==> src/rtl/gravity_multi_source_pkg.sv <==
// Shared gravity constants: drop-period table, counter width, screen enum.
// period_of() applies the simulation shift and clamps the result to >= 1.
package gravity_multi_source_pkg;

  localparam int GRAVITY_CNT_W = 26;
  localparam int GRAVITY_DEPTH = 15;

  localparam logic [GRAVITY_CNT_W-1:0] GRAVITY_TABLE [GRAVITY_DEPTH] = '{
    26'd40000000, 26'd36000000, 26'd31500000, 26'd27500000,
    26'd23500000, 26'd19000000, 26'd15000000, 26'd11000000,
    26'd6500000,  26'd5000000,  26'd4000000,  26'd3500000,
    26'd2500000,  26'd1500000,  26'd1000000
  };

  typedef enum logic [1:0] {
    SCR_TITLE,
    SCR_SPRINT,
    SCR_MP,
    SCR_RESULT
  } game_screens_t;

  function automatic logic [GRAVITY_CNT_W-1:0] period_of(
    input int lvl,
    input int shift
  );
    logic [GRAVITY_CNT_W-1:0] t;
    t = '0;
    for (int i = 0; i < GRAVITY_DEPTH; i++)
      if (lvl == i) t = GRAVITY_TABLE[i] >> shift;
    if (t == '0) t = GRAVITY_CNT_W'(1);
    return t;
  endfunction

endpackage

==> src/rtl/gravity_multi_source_channel.sv <==
// One gravity channel: level register, level_up pulse, period down-counter.
// freeze holds the counter and defers any level_up until it drops.
module gravity_channel
  import gravity_multi_source_pkg::*;
#(
  parameter int LINES_PER_LEVEL = 15,
  parameter int NUM_LEVELS      = 15,
  parameter int PERIOD_SHIFT    = 0,
  parameter int LVL_W           = $clog2(NUM_LEVELS)
) (
  input  logic             clk,
  input  logic             rst,
  input  logic             active,
  input  logic             soft_drop,
  input  logic             drop_valid,
  input  logic [9:0]       lines_cleared,
  input  logic             freeze,
  output logic             auto_drop,
  output logic [LVL_W-1:0] level,
  output logic             level_up
);

  logic [GRAVITY_CNT_W-1:0] count;
  logic [GRAVITY_CNT_W-1:0] reload;
  logic [LVL_W-1:0]         lvl_next;
  logic                     lvl_pend;
  logic                     expire;
  logic                     rise;
  int                       lvl_q;

  always_comb begin
    lvl_q = int'(lines_cleared) / LINES_PER_LEVEL;
    if (lvl_q > NUM_LEVELS - 1) lvl_q = NUM_LEVELS - 1;
    lvl_next = LVL_W'(lvl_q);
  end

  assign reload = period_of(int'(level), PERIOD_SHIFT) - GRAVITY_CNT_W'(1);
  assign expire = (count == '0);
  assign rise   = (lvl_next > level);

  assign auto_drop = ~rst & ~freeze & active & expire
                   & drop_valid & ~soft_drop;

  always_ff @(posedge clk) begin
    if (rst) begin
      count    <= period_of(0, PERIOD_SHIFT) - GRAVITY_CNT_W'(1);
      level    <= '0;
      level_up <= 1'b0;
      lvl_pend <= 1'b0;
    end else begin
      level <= lvl_next;
      if (freeze) begin
        level_up <= 1'b0;
        if (rise) lvl_pend <= 1'b1;
      end else begin
        level_up <= lvl_pend | rise;
        lvl_pend <= 1'b0;
      end
      // reload reads the current level, so a level change waits for expiry
      if (!freeze) begin
        if (!active || soft_drop || expire)
          count <= reload;
        else
          count <= count - GRAVITY_CNT_W'(1);
      end
    end
  end

endmodule

==> src/rtl/gravity_multi_source.sv <==
// Per-player autodrop generator; one gravity_channel per player.
// Define GRAVITY_PAUSE_EN to add the global pause input.
module gravity_multi_source
  import gravity_multi_source_pkg::*;
#(
  parameter  int NUM_PLAYERS     = 2,
  parameter  int LINES_PER_LEVEL = 15,
  parameter  int NUM_LEVELS      = 15,
  parameter  int PERIOD_SHIFT    = 0,
  localparam int LVL_W           = $clog2(NUM_LEVELS)
) (
  input  logic                         clk,
  input  logic                         rst,
  input  logic [NUM_PLAYERS-1:0]       active,
  input  logic [NUM_PLAYERS-1:0]       soft_drop,
  input  logic [NUM_PLAYERS-1:0]       drop_valid,
  input  logic [NUM_PLAYERS*10-1:0]    lines_cleared,
`ifdef GRAVITY_PAUSE_EN
  input  logic                         pause,
`endif
  output logic [NUM_PLAYERS-1:0]       auto_drop,
  output logic [NUM_PLAYERS*LVL_W-1:0] level,
  output logic [NUM_PLAYERS-1:0]       level_up
);

  logic freeze;

`ifdef GRAVITY_PAUSE_EN
  assign freeze = pause;
`else
  assign freeze = 1'b0;
`endif

  for (genvar i = 0; i < NUM_PLAYERS; i++) begin : g_ch
    gravity_channel #(
      .LINES_PER_LEVEL (LINES_PER_LEVEL),
      .NUM_LEVELS      (NUM_LEVELS),
      .PERIOD_SHIFT    (PERIOD_SHIFT),
      .LVL_W           (LVL_W)
    ) u_ch (
      .clk           (clk),
      .rst           (rst),
      .active        (active[i]),
      .soft_drop     (soft_drop[i]),
      .drop_valid    (drop_valid[i]),
      .lines_cleared (lines_cleared[10*i +: 10]),
      .freeze        (freeze),
      .auto_drop     (auto_drop[i]),
      .level         (level[LVL_W*i +: LVL_W]),
      .level_up      (level_up[i])
    );
  end

endmodule

==> config.mk <==
export PLATFORM = sky130hd
export DESIGN_NAME = gravity_multi_source
export DESIGN_NICKNAME = d
export VERILOG_FILES = /design/src/rtl/gravity_multi_source_pkg.sv /design/src/rtl/gravity_multi_source_channel.sv /design/src/rtl/gravity_multi_source.sv
export SDC_FILE = /design/constraint.sdc
export NUM_CORES = 1
export LEC_CHECK = 0
export CAP_MARGIN = 10
export CORE_ASPECT_RATIO = 0.7
export CORE_MARGIN = 5
export CORE_UTILIZATION = 35
export CTS_CLUSTER_SIZE = 20
export DETAILED_ROUTE_END_ITERATION = 7
export PLACE_DENSITY_LB_ADDON = 0.08
export SETUP_SLACK_MARGIN = 0.15
export SYNTH_ARGS = -nofsm -noshare
export SYNTH_HDL_FRONTEND = slang
export SYNTH_HIERARCHICAL = 1
export SYNTH_SLANG_ARGS = --single-unit
==> constraint.sdc <==
create_clock -name clk -period 8 [get_ports clk]
set_clock_uncertainty 0.1 [all_clocks]
set_input_delay 1.6 -clock clk [delete_from_list [all_inputs] [get_ports clk]]
set_output_delay 1.6 -clock clk [all_outputs]
set_load 0.02 [all_outputs]
# == Yosys cells after proc, flatten, opt, wreduce, memory -nomap -nowiden ==
# Cells that the tools add are included.
# totals
word_cells,103
register_bits,62
output_inout_bits,12
# op_classes
n_eq_ne,28
bitwise,11
n_addsub,4
n_lt_le_gt_ge,4
muxes,36
div_mod_pow,2
n_reduce_logical,12
# ops
op,n
$mux 26,34
$logic_not 26->1,4
$sub 26x1->26 const B,4
$div 11x5->32 const B,2
$eq 4x4->1 const B,16
$gt 32x5->1 const B,2
$eq 4x3->1 const B,8
$eq 4x2->1 const B,4
$and 1x1->1,8
$gt 4x4->1,2
$logic_not 4->1,2
$mux 4,2
$logic_or 1x1->1,4
$not 1->1,3
$logic_not 1->1,2

# == Depth between registers and ports, before layout ==
# depth
word_depth,20
ltp_mapped,28
depth_no_buf,26

# == Cells and area by module ==
# The synthesis kept the hierarchy.
# modules_own_cells
mod,cells_per_inst,n_inst,area_each_um2,seq_area_each_um2
gravity_channel,492,2,3534.6,640.6
gravity_multi_source,1,1,3.8,0.0

# == Least setup slack after synthesis ==
# Ideal clock, no wire load.
# synth_timing
path_type,input to register
from,input port lines_cleared[7]
to,register g_ch[0].u_ch.level_up
path_stages,27
t_arrival_ns,5.992
path_slack_ns,1.830
setup_ns,0.078
path_buffers,1
path_cell_list,clkbuf_4 > nand3_2 > inv_1 > ha_1 > and2b_1 > a41o_2 > maj3_4 > xnor2_4 > or4_1 > o311ai_2 > or2_2 > ha_1 > o21ai_0 > nor4_1 > a31oi_1 > o21ai_4 > a21boi_4 > o2111ai_2 > o211ai_1 > ha_1 > nor2b_1 > o21ai_0 > nand2b_1 > a21oi_1 > a41oi_1 > nor2_1 > nor3_1
# synth_between
elab_chain_cells,4
# synth_rtl
item,line_no,source
start: declaration,gravity_multi_source.sv:17,"input logic [NUM_PLAYERS*10-1:0] lines_cleared,"
$div 11x5->32 (*),gravity_multi_source_channel.sv:32,lvl_q = int'(lines_cleared) / LINES_PER_LEVEL;
$gt 32x5->1,gravity_multi_source_channel.sv:33,if (lvl_q > NUM_LEVELS - 1) lvl_q = NUM_LEVELS - 1;
$mux 4 (*),gravity_multi_source_channel.sv:33,
$gt 4x4->1 (*),gravity_multi_source_channel.sv:39,assign rise = (lvl_next > level);
end signal: assignment,gravity_multi_source_channel.sv:56,level_up <= lvl_pend | rise;
end: declaration,gravity_multi_source_channel.sv:20,output logic level_up
# Every way passes the cells marked *; elsewhere a longest branch is shown, timed or not.
# A chain may end at the register's enable or synchronous reset.

# == Worst setup path in the final report ==
# layout_timing
from,input port lines_cleared[6]
to,register g_ch[0].u_ch.level_up
# Same word-level chain as after synthesis.

==> impl_metrics.toml <==
[placement]
gp_congestion = 0.854
dp_hpwl_mm = 14.6
port_buffers = 39

[clock_network]
post_cts_buffers = 0
clock-root-buffer = "clkbuf_16"
holdBufCountCts = 0
clock_sinks = 64
cts-root-to-sink-buffers = 2
clk_pin_slew_ns = 0.06
cts_made_buffers = 9
cts_resized = 0
cts_tree = "yes"
htree_levels = 3
clock_latency_ns = 0.34

[global_routing]
antenna_found_initial = 0
grt.total_usage_pct = 17.3
grt_pass1_vias = 6172
grt_pass1_wl_mm = 33.7
grt_max_degree = 36
overflow = 0

[worst_setup_path]
critPathMaxStageDelay_ns = 0.60
required_ns = 8.17
cp_max_fo = 12
r2r-start = "g_ch[0].u_ch/count[2]"
cp_common_cell = "ha_1"
crit_start = "lines_cleared[6]"
path_delay_family = "simple AND/OR/NAND/NOR gates"
critical_path_arrival_ns = 6.93
slowest_stage = "clkdlybuf4s50_1"
worst-setup-path-type = "in -> reg"
start_kind = "input pin"
end_kind = "flip-flop"
critPathBufInv = 2

[sta]
timing.setup.tns_ns = 0
rsz0062_at_grt = "false"
maxSlewViolCount = 0
period_minus_slack_ns = 6.76
max_clock_freq_mhz = 148
worst_pin_slew_ns = 0.927
period_share_pct = 84.5
max-slew-margin-rel_pct = 37.8
hold_viol = 0
finalSetupViolations = 0

[detailed_routing]
dr.pass1.iters = 5
wl_per_cell_um = 16.4
vias = 7276
routed_wl_mm = 20.5
drc = 0
first_iter_violations = 672
ant_nets = 0
vias_per_cell = 5.80

[yosys]
yosysMostFrequentCell = "nor2_1"
yosysWarnings = 6
synth_edf_count = 0
syn-cell-area_sq_um = 7070
synth_cell_types = 92
syn_avg_cell_area_sq_um = 7.18
synth_top_area_share_pct = 18.1
postSynthCellCount = 985
synth_seq_area_share_pct = 18.1
netlist_top_cells_count = "118 x nor2_1, 96 x nand2_1, 86 x a21oi_1"
yosys.area.top_type = "dfxtp_1"
synthFlopType = "dfxtp_1"
synth_seq_cells = 64
synthArstFlopShare_pct = 0
synth.area.top_cells = "dfxtp_1 18%, nor2_1 6.3%, a21oi_1 6.1%"

[floorplan]
die_height_um = 129
row_count = 43
core_area_sq_um = 19900
die_x_um = 180
die_area_sq_um = 23200
io_pins = 40
start_util_pct = 35.6

[cells_and_area]
finalNetCount = 1021
antennaDiodeCount = 0
area_growth_pct = 9.71
drive_gt1_share_pct = 8.74
utilization_pct = 39.1
fill_cells = 2081

[power_and_ir_drop]
irDropWorstVdd_uv = 74.7
p_leak_uw = 0.00275
cellPowerDensity_nw_per_um2 = 162

[hold_path]
min_path_type = "reg -> reg"
worstHoldStart = "g_ch[1].u_ch/count[9]"

[run]
cap_violations = 0

[outcome]
outcome = "finished, final reports clean"
-- power by group --
part           switching [uW]  leakage [uW]  internal [uW]
Sequential               37.7      0.000529            344
Combinational             258       0.00207            188
Clock                     152      0.000154            281
-- cells by family (layout without fill, tap and decap cells) --
| group | count (synthesis) | count (layout) | share of synthesized area [%] |
|---|---|---|---|
| other cells | 1 | 8 | 0.0530 |
| simple gates | 402 | 402 | 28.1 |
| mux | 14 | 14 | 2.02 |
| xor+xnor | 32 | 32 | 5.77 |
| buf+inv | 104 | 96 | 8.24 |
| compound gates | 350 | 350 | 34.6 |
| fa+ha+maj | 18 | 18 | 3.15 |
| flops | 64 | 64 | 18.1 |
-- final timing paths --
| kind | endpoint | depth (start not counted) | slack [ns] |
|---|---|---|---|
| setup / recovery | g_ch[0].u_ch/level_up | 27 | 1.24 |
| hold / removal | g_ch[1].u_ch/count[9] | 2 | 0.38 |
| setup reg to reg | g_ch[0].u_ch/count[14] | 13 | 3.76 |
| hold reg to reg | g_ch[1].u_ch/count[9] | 2 | 0.38 |
-- per-layer routing --
metal	wire, um	GRT usage (%)
met2	7950	23.0
met1	11300	28.2
met4	182	4.12
met3	1130	2.80
met5	0	0
-- registers in the layout, summed over array words and instances (netlist names) --
register / count
g_ch.u_ch/lvl_pend: 2
g_ch.u_ch/count: 52
g_ch.u_ch/level_up: 2
g_ch.u_ch/level: 8
-- area by class of cell --
class	count	area, sq um	share of cell area [%]
clock buffers	13	250	3.22
clock inverters	3	65.1	0.838
inverters	30	113	1.45
multi-input cells	824	5240	67.5
flip-flops and latches	64	1280	16.5
well taps	270	338	4.35
repair buffers	50	473	6.09
-- cell usage in the layout, fill, tap and decap left out, types with 18 or more instances in the layout --
cell and n:
a31oi_1 20, o21ai_0 74, nor3_1 38, nand3_1 26
dfxtp_1 64, nand2b_1 18, nand2_1 96, xnor2_1 20
inv_1 26, clkdlybuf4s50_1 39, a21oi_1 86, nor2_1 116
o211ai_1 22
-- worst reg2reg max path: cells and delay by family (launching register included) --
kind | cells | cell delay [ns]
AND/OR/NAND/NOR | 5 | 1.40
multiplexers | 1 | 0.32
AO/OA/AOI/OAI | 5 | 1.26
buffers and inverters | 1 | 0.26
adder cells (fa/ha/maj) | 1 | 0.40
flip-flops | 1 | 0.35
-- metrics by stage --
step | worst slack (ns) | total power, uW | std cells | hold slack (ns) | area [sq um]
after floorplan | 1.83 | 735 | 992 | 0.341 | 7100
after global placement | 1.02 | 827 | 1238 | 0.365 | 7440
after detailed placement | 0.907 | 823 | 1238 | 0.369 | 7440
after CTS | 1.28 | 1270 | 1254 | 0.381 | 7760
after global routing | 0.799 | 1340 | 1254 | 0.413 | 7760
final | 1.24 | 1260 | 1254 | 0.377 | 7760
(Power assumes the default switching activity.)
